File: src/rtl/tinyrv_pkg.sv
// tinyrv_pkg: shared FSM states, bus phase encodings and wait-counter width for the memory bridge
package tinyrv_pkg;
    localparam int WAIT_W = 4;
    typedef enum logic [2:0] {IDLE, ADDR_HI, ADDR_LO, DATA_HI, DATA_LO, RESP} state_t;
    localparam logic BYTE_HI = 1'b0;
    localparam logic BYTE_LO = 1'b1;
    localparam logic [7:0] OE_DRIVE = 8'hFF;
    localparam logic [7:0] OE_RELEASE = 8'h00;
endpackage

File: src/rtl/tinyrv_mem_bridge_wait_ctr.sv
// tinyrv_mem_bridge_wait_ctr: per-data-phase wait counter; TINYRV_MEM_BRIDGE_RDY_EN also gates phase end on bus_rdy_i
module tinyrv_mem_bridge_wait_ctr
    import tinyrv_pkg::*;
#(
    parameter int WAIT_CYCLES = 1
) (
    input  logic clk,
    input  logic rst,
    input  logic load,
    input  logic rdy,
    output logic done
);
    logic [WAIT_W-1:0] cnt;
    // reload on phase entry, then count down and hold at zero
    always_ff @(posedge clk) begin
        if (rst) cnt <= '0;
        else if (load) cnt <= WAIT_W'(WAIT_CYCLES);
        else if (cnt != '0) cnt <= cnt - WAIT_W'(1);
    end
`ifdef TINYRV_MEM_BRIDGE_RDY_EN
    assign done = (cnt == '0) && rdy;
`else
    logic unused_rdy;
    assign unused_rdy = rdy;
    assign done = (cnt == '0);
`endif
endmodule

File: src/rtl/tinyrv_mem_bridge.sv
// tinyrv_mem_bridge: core request to byte-wide pin bus bridge; optional TINYRV_MEM_BRIDGE_RDY_EN adds ready stalls
module tinyrv_mem_bridge
    import tinyrv_pkg::*;
#(
    parameter int WAIT_CYCLES = 1
) (
    input  logic        clk,
    input  logic        rst,
    input  logic        req_valid,
    output logic        req_ready,
    input  logic        req_we,
    input  logic [15:0] req_addr,
    input  logic [15:0] req_wdata,
    output logic        rsp_valid,
    output logic [15:0] rsp_rdata,
    output logic [7:0]  bus_addr_o,
    output logic        bus_ale_o,
    output logic        bus_byte_o,
    output logic        bus_rd_o,
    output logic        bus_we_o,
    output logic [7:0]  bus_d_o,
    output logic [7:0]  bus_d_oe_o,
    input  logic [7:0]  bus_d_i,
    input  logic        bus_rdy_i
);
    state_t state, next;
    logic we_q;
    logic [15:0] addr_q, wdata_q, rdata_q;
    logic ctr_load, done;

    tinyrv_mem_bridge_wait_ctr #(.WAIT_CYCLES(WAIT_CYCLES)) u_wait (
        .clk(clk),
        .rst(rst),
        .load(ctr_load),
        .rdy(bus_rdy_i),
        .done(done)
    );

    // state register
    always_ff @(posedge clk) begin
        if (rst) state <= IDLE;
        else state <= next;
    end

    // request capture and read byte assembly; a new accept clears stale read data
    always_ff @(posedge clk) begin
        if (rst) begin
            we_q <= 1'b0;
            addr_q <= '0;
            wdata_q <= '0;
            rdata_q <= '0;
        end else begin
            if (state == IDLE && req_valid) begin
                we_q <= req_we;
                addr_q <= req_addr;
                wdata_q <= req_wdata;
                rdata_q <= '0;
            end
            if (state == DATA_HI && done && !we_q) rdata_q[15:8] <= bus_d_i;
            if (state == DATA_LO && done && !we_q) rdata_q[7:0] <= bus_d_i;
        end
    end

    // next state and Moore bus/response outputs
    always_comb begin
        next = state;
        req_ready = 1'b0;
        rsp_valid = 1'b0;
        rsp_rdata = '0;
        bus_addr_o = '0;
        bus_ale_o = 1'b0;
        bus_byte_o = BYTE_HI;
        bus_rd_o = 1'b0;
        bus_we_o = 1'b0;
        bus_d_o = '0;
        bus_d_oe_o = OE_RELEASE;
        ctr_load = 1'b0;
        case (state)
            IDLE: begin
                req_ready = 1'b1;
                next = req_valid ? ADDR_HI : IDLE;
            end
            ADDR_HI: begin
                bus_addr_o = addr_q[15:8];
                bus_ale_o = 1'b1;
                next = ADDR_LO;
            end
            ADDR_LO: begin
                bus_addr_o = addr_q[7:0];
                bus_ale_o = 1'b1;
                bus_byte_o = BYTE_LO;
                ctr_load = 1'b1;
                next = DATA_HI;
            end
            DATA_HI: begin
                bus_rd_o = !we_q;
                bus_we_o = we_q;
                bus_d_oe_o = we_q ? OE_DRIVE : OE_RELEASE;
                bus_d_o = we_q ? wdata_q[15:8] : 8'h00;
                ctr_load = done;
                next = done ? DATA_LO : DATA_HI;
            end
            DATA_LO: begin
                bus_byte_o = BYTE_LO;
                bus_rd_o = !we_q;
                bus_we_o = we_q;
                bus_d_oe_o = we_q ? OE_DRIVE : OE_RELEASE;
                bus_d_o = we_q ? wdata_q[7:0] : 8'h00;
                next = done ? RESP : DATA_LO;
            end
            RESP: begin
                rsp_valid = 1'b1;
                rsp_rdata = we_q ? 16'h0000 : rdata_q;
                next = IDLE;
            end
            default: next = IDLE;
        endcase
    end
endmodule

File: config.mk
export PLATFORM = sky130hd
export DESIGN_NAME = tinyrv_mem_bridge
export DESIGN_NICKNAME = d
export VERILOG_FILES = /design/src/rtl/tinyrv_pkg.sv /design/src/rtl/tinyrv_mem_bridge_wait_ctr.sv /design/src/rtl/tinyrv_mem_bridge.sv
export SDC_FILE = /design/constraint.sdc
export NUM_CORES = 1
export LEC_CHECK = 0
export BUFFER_PORTS_ARGS = -buffer_cell sky130_fd_sc_hd__buf_2
export CAP_MARGIN = 10
export CORE_MARGIN = 2
export CORE_UTILIZATION = 50
export DETAILED_ROUTE_END_ITERATION = 12
export PLACE_DENSITY = 0.89
export SETUP_SLACK_MARGIN = 0.5
export SLEW_MARGIN = 20
export SYNTH_ARGS = -nofsm -noshare
export SYNTH_HDL_FRONTEND = slang
export SYNTH_SLANG_ARGS = --single-unit
File: constraint.sdc
create_clock -name clk -period 2.55 [get_ports clk]
set_input_delay 0.1275 -clock clk [delete_from_list [all_inputs] [get_ports clk]]
set_output_delay 0.1275 -clock clk [all_outputs]
set_load 0.01 [all_outputs]
# Yosys cells after proc, flatten, opt, wreduce, memory -nomap -nowiden
# Index checks and enable logic that the tools add are counted.
[totals]
regBits = 56
in_bits = 45
output_inout_bits = 46
wordCells = 54
[classes]
n_addsub = 1
eq_ne = 5
n_mux = 24
n_reduce_logical = 16
[op_table]
columns = ["cell", "n"]
rows = [
  ["16-bit two-way mux", 3],
  ["8-bit two-way mux", 6],
  ["8-bit one-hot mux with 2 select lines", 2],
  ["3-bit one-hot mux with 5 select lines", 1],
  ["1-bit two-way mux", 10],
  ["2-bit OR reduction", 4],
  ["3-bit by 2-bit equality test with 1-bit output, second input constant", 2],
  ["3-bit equality test, second input constant", 2],
  ["2-bit nonzero test", 3],
  ["1-bit logical AND", 5],
  ["4-bit zero test", 1],
  ["4-bit nonzero test", 1],
  ["4-bit by 1-bit subtractor with 4-bit output, second input constant", 1],
  ["3-bit by 1-bit equality test with 1-bit output, second input constant", 1],
  ["3-bit zero test", 1],
  ["3-bit two-way mux", 1],
  ["1-bit one-hot mux with 2 select lines", 1],
  ["1-bit zero test", 1],
]

# Longest topological paths before layout
# Gate-level depths: netlist (run 1).
[logic_depth]
depth_word = 4
depth_mapped = 7
mapped_depth_nobuf = 5

# Cells and area by module
# From an unflattened synthesis (run 1), not the netlist that was laid out.
[hier_totals]
cells_unflattened = 336
hier_area_um2 = 2666.3
[by_module_without_submodules]
columns = ["mod", "n_inst", "cells_each", "area_per_inst_um2", "seq_area_each_um2"]
rows = [
  ["tinyrv_mem_bridge", 1, 316, 2463.6, 1041.0],
  ["tinyrv_mem_bridge_wait_ctr", 1, 20, 202.7, 80.1],
]

# Least setup slack after synthesis (run 1)
# Ideal clock, no wire load.
[synth_path]
kind = "register to output"
startpoint = "reg state[2]"
endpoint = "out bus_d_oe_o[0]"
arrival_ns = 2.025
path_slack_ns = 0.398
stages_incl_launch_ff = 6
cell_sequence = "dfxtp_1 buf_2 or3b_1 buf_2 a21boi_0 buf_4"
[synth_via]
elab_chain_cells = 3
elab_cells_between_ends = 4
cone_classes = "2 x eq/ne; 1 x mux; 1 x reduce/logical"
[synth_rtl]
columns = ["item", "line", "source"]
rows = [
  ["from (decl)", "tinyrv_mem_bridge.sv:26", "state_t state, next;"],
  ["from (signal assigned)", "tinyrv_mem_bridge.sv:42", "else state <= next;"],
  ["3-bit by 2-bit equality test with 1-bit output / 3-bit equality test (equally long branches)", "tinyrv_mem_bridge.sv:78", "case (state)"],
  ["2-bit OR reduction (no line) *", "n/a", ""],
  ["8-bit two-way mux *", "n/a", ""],
  ["to (decl)", "tinyrv_mem_bridge.sv:22", "output logic [7:0] bus_d_oe_o,"],
]
# Mark *: on every way between the ends. The rest lies on a longest branch, timed or not.

# Worst setup path after layout (run 1)
[layout_path]
startpoint = "reg state[0]"
endpoint = "out rsp_rdata[15]"
[layout_via]
elab_chain_cells = 2
[layout_rtl]
columns = ["item", "line", "source"]
rows = [
  ["3-bit equality test", "tinyrv_mem_bridge.sv:78", ""],
  ["16-bit two-way mux", "tinyrv_mem_bridge.sv:78", ""],
  ["to (decl)", "tinyrv_mem_bridge.sv:15", "output logic [15:0] rsp_rdata,"],
]
# Every way passes these cells.

==> results of run 1 <==
## cells by family after synthesis
kind of cell | share of synthesized area, %
flops | 41.0
xor+xnor | 0.640
simple gates | 26.1
mux | 0.366
buf+inv | 8.50
compound gates | 22.5
fa+ha+maj | 0.914
## cell usage in the layout (no fill, tap or decap), types with 2 or more instances in the layout
master / synthesis / layout
buf_2: 12 / 89
nor3_1: 4 / 4
o211ai_2: 10 / 10
xnor2_1: 2 / 2
clkbuf_8: 0 / 5
inv_1: 3 / 3
and2_1: 17 / 17
dfxtp_2: 0 / 2
dfxtp_1: 56 / 53
buf_4: 10 / 14
a21oi_1: 53 / 53
o211ai_1: 6 / 6
o21ai_0: 2 / 2
nor2_1: 14 / 14
nand3_1: 16 / 16
nand2_1: 68 / 68
ha_1: 2 / 2
a31oi_1: 2 / 2
a211oi_1: 2 / 2
nor2b_1: 11 / 11
a22oi_1: 16 / 16
## registers in the layout (all words and copies together), names as in the netlist
name / count
addr_q: 16
rdata_q: 16
wdata_q: 16
u_wait.cnt: 4
state: 3
we_q: 1
## cell usage after synthesis (2+ instances only)
cell type,instances
nand2_1,68
buf_6,3
o211ai_1,6
or4b_1,2
a22oi_1,16
nor2_1,14
a31oi_1,2
a211oi_1,2
buf_2,12
and2_1,17
dfxtp_1,56
a21oi_1,53
clkbuf_1,13
ha_1,2
o211ai_2,10
buf_4,10
inv_1,3
nand3_1,16
xnor2_1,2
nor2b_1,11
nor3_1,4
o21ai_0,2
## stage by stage
| step | hold WS (ns) | worst slack, ns |
|---|---|---|
| after floorplan | 0.263 | 0.647 |
| after global routing | 0.0363 | 0.509 |
| final | 0.0478 | 0.619 |
| after global placement | 0.370 | 0.593 |
| after CTS | 0.0385 | 0.516 |
| after detailed placement | 0.373 | 0.498 |
## cell type report
class,instances,area (um^2),area share [%]
multi-input combinational,240,1390,42.8
timing repair buffer,103,551,16.9
clock buffer,6,72.6,2.23
tap,70,87.6,2.70
sequential,56,1130,34.7
inverter,3,11.3,0.347
clock inverter,1,8.76,0.270
## critical path, stage by stage, from the launching register on
cell     delay (ns)
dfxtp_2        0.50
nor2b_1        0.17
buf_4          0.18
nor3b_2        0.18
buf_4          0.20
and2_1         0.15
buf_2          0.13
## how the worst min path moves through the flow
stage	startpoint	end	slack [ns]	cells past startpoint
final	req_wdata[9]	wdata_q[9]$_SDFFE_PP0P_	0.05	3
after global routing	req_addr[8]	addr_q[8]$_SDFFE_PP0P_	0.04	3
after CTS	req_addr[1]	addr_q[1]$_SDFFE_PP0P_	0.04	3
after detailed placement	req_addr[14]	addr_q[14]$_SDFFE_PP0P_	0.37	3
after global placement	req_wdata[7]	wdata_q[7]$_SDFFE_PP0P_	0.37	3
after floorplan	req_addr[0]	addr_q[0]$_SDFFE_PP0P_	0.26	2
## metal layers
| metal | routed length (um) | up-vias | part of all wire, % |
|---|---|---|---|
| li1 | - | 1285 | - |
| met1 | 2810 | 1179 | 44 |
| met2 | 3170 | 94 | 49 |
| met3 | 404 | 5 | 6.3 |
| met4 | 31 | 0 | 0.48 |
| met5 | 0 | - | 0 |
## timing repair
action	4_1_cts	5_1_grt
cloned	0	0
setup endpoints to repair	34	25
resized for setup	5	2
hold endpoints to repair	0	0
buffers inserted	0	2
pin swaps	0	0
## power groups by stage
stage	Sequential [W]	Combinational (W)	Clock (W)
2_1_floorplan	0.00105	0.000639	0
3_3_place_gp	0.00108	0.000737	0
6_report	0.00107	0.000768	0.000468
4_1_cts	0.00107	0.000759	0.000480
5_1_grt	0.00109	0.000851	0.000527
3_5_place_dp	0.00109	0.000754	0
==> metrics, run 1 <==
outcome=completed; initial antenna violation count=0; hold_buf cts=0; Comb power frac=33.2%; area post-placement=3140 um^2; share of layout cells above drive strength 1=32.0%; Total Routing Usage GR=21.2%; Worst R2R End=rdata_q[5]$_SDFFE_PP0P_; Synth area leaders=dfxtp_1, a21oi_1, nand2_1, o211ai_2, a22oi_1; final hold violations=0; Worst Hold Class=input pin to flip-flop; sequential share of power=46.5%; clock share of power=20.3%; Syn Inst Count=338; Avg Cell Area, Syn=8.10 um^2; PortBufs=89; DR WL/cell=13.4 um; Final setup viols=0; Setup Skew=0.00655 ns; post-synth net total=385; Via-to-Cell Ratio=5.35; global-route wire length before repair=10.5 mm; unrepaired setup endpoints after global routing=false; crit path kind=flip-flop to output pin; final setup TNS=0 ns; Final Cycle Share=75.7%; Max Fanout on Critical Path=16; synthesized cell area=2740 um^2; CTS Buf Count=5; initial core utilization=52.6%; Final Max Tran Viols=0; Clock transition at path regs=0.09 ns; CTS Sinks=56; Die Wd=78.0 um; R2R setup slack=0.76 ns; Slew headroom=49.5%; total power=0.00231 W; DIE AREA=6080 um^2; Yosys top cell by area=dfxtp_1; met2 usage=37.6%; ANT cells=0; synthesis-stage register bit count=56; VDD IR max=0.000456 V; grt ovf=0; chip height=78.0 um; Int Power=0.00146 W; nature of the critical path endpoint=output pin; critical path data required time=2.42 ns; Residual DRC=0; ys flop type=dfxtp_1; global placer's final weighted congestion=0.768; GR Layer Usage met3=3.95%; FP Rows=26; dpl hpwl=4.53 mm; final core occ=62.4%; Worst setup SP type=flip-flop; top-area cell type share of the netlist area=41.0%; fin area=3250 um^2; Yosys cell types=36; Switch Pwr=0.000852 W; Synth warnings=0; vias in the first global route=2,368; Min Clock Period, post-route=1.93 ns; Max clock buf depth=2; Synth-to-Final Area Change=18.7%; Post-synth ARST share=0%; met1 Track Usage GR=26.5%; EDFF count, synth=0; root buffer cell=clkbuf_8; worst slew pin tran=0.757 ns; core area=5200 um^2; boundary pin count=91; largest net degree at the start of global routing=43; crit path to=rsp_rdata[15]; Iteration-0 DRC Markers=147; Worst R2R Start=state[1]$_SDFF_PP0_; PwrDens=711 nW/um^2; P_leak=1.38 nW; Worst R2R Path Depth=4; DR vias=2,563; fin nets=456; first-pass iteration count of the detailed router=4; Seq/Total Area, Yosys=41.0%; CTS tree=yes; clk_lat worst skew=0.30 ns; Max Clk Rate=518 MHz; dpl cells=470; Setup crit start=state[0]$_SDFF_PP0_; data arrival time of the worst path=1.80 ns; H-tree Lvls=2; routed wire length=6.41 mm; filler cell count=494; Sw Share=36.9%; max-cap viol count=0; GR peak layer=met2; fin cells=479; DRT antenna net count=0
Power figures use the tool's default switching activity.
==> run 2: changes to the inputs <==
==> constraint.sdc (replaced) <==
create_clock -name clk -period 1.9 [get_ports clk]
set_input_delay 0.095 -clock clk [delete_from_list [all_inputs] [get_ports clk]]
set_output_delay 0.095 -clock clk [all_outputs]
set_load 0.01 [all_outputs]
==> run 2 against run 1 <==
Global-route usage grew 3.1 points. Critical endpoint is now addr_q[6]$_SDFFE_PP0P_. Critical path depth is the same. Die area is the same.
==> metrics, run 2 (synthesis gave the netlist of run 1 again) <==
outcome=completed; final worst-path setup slack=0.140 ns; Min Clock Period, post-route=1.76 ns; most frequent cells in the layout=buf_2, dfxtp_1, nand2_1, a21oi_1, buf_4; crit path to=addr_q[6]$_SDFFE_PP0P_; Worst R2R End=addr_q[6]$_SDFFE_PP0P_; CTS tree=yes; DR WL/cell=16.3 um; share of layout cells above drive strength 1=46.9%; vias in the first global route=2,634; nature of the critical path endpoint=flip-flop; chip height=78.0 um; Worst setup SP type=flip-flop; PwrDens=988 nW/um^2; fin nets=485; CTS Buf Count=5; VDD IR max=0.000598 V; core area=5200 um^2; final core occ=75.9%; R2R setup slack=0.14 ns; FP Rows=26; Residual DRC=0; max-cap viol count=0; Slew headroom=67.1%; P_leak=1.68 nW; CTS Sinks=56; Via-to-Cell Ratio=5.62; grt ovf=0; routed wire length=8.27 mm; initial core utilization=52.6%; filler cell count=373; Iteration-0 DRC Markers=150; DR vias=2,847; final setup TNS=0 ns; dpl cells=471; Clock transition at path regs=0.09 ns; Final Max Tran Viols=0; Total Routing Usage GR=24.2%; worst slew pin tran=0.494 ns; Die Wd=78.0 um; root buffer cell=clkbuf_8; critical path data required time=2.10 ns; DIE AREA=6080 um^2; clk_lat worst skew=0.31 ns; first-pass iteration count of the detailed router=4; crit path kind=flip-flop to flip-flop; unrepaired setup endpoints after global routing=true; initial antenna violation count=0; data arrival time of the worst path=1.96 ns; DRT antenna net count=0; Worst R2R Path Depth=6; Synth-to-Final Area Change=44.4%; Final setup viols=0; ANT cells=0; dpl hpwl=4.26 mm; DP Worst Slack=0.221 ns; top flop regs=addr_q (16), rdata_q (16), wdata_q (16); Worst Hold Class=input pin to flip-flop; final hold violations=0; H-tree Lvls=2; most common cell after layout, fill and taps aside=buf_2; Max clock buf depth=2; Worst R2R Start=state[2]$_SDFF_PP0_; boundary pin count=91; fin cells=507; largest net degree at the start of global routing=34; Setup crit start=state[2]$_SDFF_PP0_; global placer's final weighted congestion=0.843; global-route wire length before repair=11.9 mm; Setup Skew=0.00213 ns; Final Cycle Share=92.6%; Max Fanout on Critical Path=8; PortBufs=89; Max Clk Rate=568 MHz
-- run 2: cell types whose count changed in the layout (fill, tap and decap cells not counted), moves of 5 or more --
cell     change
and2_1       -6
and2_4       +6
nand2_1     -18
nand2_2     +12
buf_4        +7
buf_2        -6
buf_12       +5
a21oi_1     -11
buf_6       +14
a21oi_2     +11
nand2_4      +6
-- run 2: layout make-up --
type                    count  area, um^2  share of cell area, %
clock inverters             1        30.0                  0.760
flip-flops and latches     56        1130                   28.7
well taps                  70        87.6                   2.22
repair buffers            130        1010                   25.5
inverters                   3        15.0                  0.380
multi-input cells         242        1610                   40.7
clock buffers               5        68.8                   1.74
-- run 2: layer usage --
metal,vias to the layer above,track usage [%],part of all wire (%)
li1,1359,-,-
met1,1313,30.8,42
met2,164,41.9,50
met3,11,4.42,7.7
met4,0,7.02,1.0
met5,-,0,0
-- run 2: worst min-delay path by stage --
stage	cells after the start	endpoint	startpoint
floorplan	2	addr_q[0]$_SDFFE_PP0P_	req_addr[0]
global placement	3	wdata_q[4]$_SDFFE_PP0P_	req_wdata[4]
detailed placement	3	wdata_q[14]$_SDFFE_PP0P_	req_wdata[14]
CTS	3	wdata_q[14]$_SDFFE_PP0P_	req_wdata[14]
global route	3	wdata_q[12]$_SDFFE_PP0P_	req_wdata[12]
finish	3	wdata_q[4]$_SDFFE_PP0P_	req_wdata[4]
-- run 2: where the power goes --
| group | internal (W) | leakage, nW | switching [W] | total, W |
|---|---|---|---|---|
| combinational | 0.000788 | 1.17 | 0.000888 | 0.00168 |
| clock | 0.000379 | 0.0501 | 0.000374 | 0.000753 |
| sequential | 0.00132 | 0.460 | 0.000160 | 0.00148 |
-- run 2: what timing repair did --
action | CTS | global route
hold buffers | 0 | 0
cloned | 8 | 4
pin swaps | 13 | 14
setup endpoints to repair | 97 | 96
setup buffers | 12 | 6
gates resized for setup | 45 | 42
-- run 2: per-stage QoR --
step                      power, W  instance area [um^2]  hold WS, ns
after floorplan            0.00236                  2830        0.231
after global placement     0.00251                  3190        0.338
after detailed placement   0.00254                  3190        0.342
after CTS                  0.00364                  3660       0.0123
after global routing       0.00406                  3950       0.0162
final                      0.00390                  3950       0.0112
-- run 2: critical path, cell delays in order (launching register included) --
cell,delay [ns]
dfxtp_4,0.38
buf_4,0.14
or4b_4,0.67
buf_12,0.19
buf_16,0.13
nand2_1,0.07
a21oi_1,0.06
==> run 3: changes to the inputs <==
--- a/config.mk
+++ b/config.mk
@@ -11,6 +11,7 @@
 export CORE_UTILIZATION = 50
 export DETAILED_ROUTE_END_ITERATION = 12
 export PLACE_DENSITY = 0.89
+export RECOVER_POWER = 50
 export SETUP_SLACK_MARGIN = 0.5
 export SLEW_MARGIN = 20
 export SYNTH_ARGS = -nofsm -noshare
==> run 3 against run 2 <==
Register-to-register slack worse by 0.07 ns. Routed wire length up 0.40%. Global-route usage unchanged. Worst setup slack worse by 0.072 ns. Final area down 4.7%. Sequential share of layout area up 1.4 points. Die area unchanged. Critical path type unchanged. Critical endpoint is now u_wait.cnt[0]$_SDFFE_PP0P_. Highest routed layer unchanged.
==> metrics, run 3 (synthesis gave the netlist of run 1 again) <==
P_leak=1.57 nW; Worst R2R End=u_wait.cnt[0]$_SDFFE_PP0P_; routed wire length=8.31 mm; top flop regs=addr_q (16), rdata_q (16), wdata_q (16); boundary pin count=91; final core occ=72.3%; global placer's final weighted congestion=0.843; fin nets=485; Iteration-0 DRC Markers=208; DR WL/cell=16.4 um; dpl cells=471; Residual DRC=0; Via-to-Cell Ratio=5.57; Die Wd=78.0 um; fin cells=507; worst hold margin=0.0121 ns; first-pass iteration count of the detailed router=5; global-route wire length before repair=11.9 mm; Worst R2R Start=u_wait.cnt[1]$_SDFFE_PP0P_; Worst setup SP type=flip-flop; Worst R2R Path Depth=5; PortBufs=89; final worst-path setup slack=0.0679 ns; hold_buf cts=0; unrepaired setup endpoints after global routing=true; chip height=78.0 um; clk_lat worst skew=0.31 ns; share of layout cells above drive strength 1=40.5%; Final Max Tran Viols=0; DIE AREA=6080 um^2; final hold violations=0; data arrival time of the worst path=2.03 ns; Final Cycle Share=96.4%; Hold Path Depth=3; VDD IR max=0.000581 V; Max clock buf depth=2; Hold Startpoint=req_wdata[4]; critical path data required time=2.10 ns; ANT cells=0; FP Rows=26; DR vias=2,825; PwrDens=980 nW/um^2; Max Fanout on Critical Path=6; Slew headroom=58.3%; initial antenna violation count=0; core area=5200 um^2; root buffer cell=clkbuf_8; Final setup viols=0; Synth-to-Final Area Change=37.6%; most common cell after layout, fill and taps aside=buf_2; Min Clock Period, post-route=1.83 ns; largest net degree at the start of global routing=34; R2R setup slack=0.07 ns; CTS Buf Count=5; Worst Hold Class=input pin to flip-flop; dpl hpwl=4.26 mm; DRT antenna net count=0; max-cap viol count=0; H-tree Lvls=2; Max Clk Rate=546 MHz; vias in the first global route=2,634; crit path kind=flip-flop to flip-flop; initial core utilization=52.6%; Setup Skew=0.00319 ns; Total Routing Usage GR=24.2%; worst slew pin tran=0.624 ns; CTS tree=yes; nature of the critical path endpoint=flip-flop; Clock transition at path regs=0.09 ns; outcome=completed; most frequent cells in the layout=buf_2, nand2_1, dfxtp_1, a21oi_1, buf_4; CTS Sinks=56; grt ovf=0; DP Worst Slack=0.221 ns; worst hold endpoint=wdata_q[4]$_SDFFE_PP0P_
-- run 3: cell count changes in the layout (fill, tap and decap cells not counted), sizes merged --
cell	change
clkbuf	+14
buf	-14
-- run 3: through the flow --
| stage | instance area, um^2 | TNS (ns) | total power [W] |
|---|---|---|---|
| 2_1_floorplan | 2830 | 0 | 0.00236 |
| 4_1_cts | 3660 | 0 | 0.00364 |
| 6_report | 3760 | 0 | 0.00369 |
| 3_3_place_gp | 3190 | 0 | 0.00251 |
| 3_5_place_dp | 3190 | 0 | 0.00254 |
| 5_1_grt | 3760 | -0.0318 | 0.00385 |
-- run 3: worst max path at each step --
stage	endpoint	slack, ns	startpoint
after floorplan	rdata_q[11]$_SDFFE_PP0P_	0.33	u_wait.cnt[1]$_SDFFE_PP0P_
after global placement	rdata_q[6]$_SDFFE_PP0P_	0.27	state[2]$_SDFF_PP0_
after detailed placement	rdata_q[6]$_SDFFE_PP0P_	0.22	state[2]$_SDFF_PP0_
after CTS	rsp_rdata[2]	0.23	state[2]$_SDFF_PP0_
after global routing	u_wait.cnt[0]$_SDFFE_PP0P_	-0.03	u_wait.cnt[1]$_SDFFE_PP0P_
final	u_wait.cnt[0]$_SDFFE_PP0P_	0.07	u_wait.cnt[1]$_SDFFE_PP0P_
-- run 3: critical path, stage by stage, from the launching register on --
cell,delay [ns]
dfxtp_1,0.34
inv_1,0.08
ha_1,0.23
nor3b_1,0.56
a21oi_1,0.16
a211oi_1,0.35
-- run 3: repair_timing --
action	in CTS	in global routing
buffers inserted	12	6
cloned	8	4
pin swaps	13	14
gates resized for setup	45	42
endpoints found under the setup margin	97	96
-- run 3: per-layer routing --
layer	track usage [%]	share of wire, %	vias to the layer above
li1	-	-	1353
met5	0	0	-
met1	30.8	42	1313
met3	4.42	7.7	11
met4	7.02	1.2	0
met2	41.9	49	148
-- run 3: power by group --
group	switching [W]	leakage, nW	internal (W)
Clock	0.000373	0.0501	0.000379
Combinational	0.000844	1.06	0.000634
Sequential	0.000147	0.459	0.00131
Total	0.00136	1.57	0.00233
-- run 3: area by class of cell --
class | count | area, um^2
multi-input cells | 242 | 1540
fillers | 406 | 1440
clock buffers | 5 | 68.8
well taps | 70 | 87.6
repair buffers | 130 | 890
clock inverters | 1 | 30.0
inverters | 3 | 15.0
flip-flops and latches | 56 | 1130
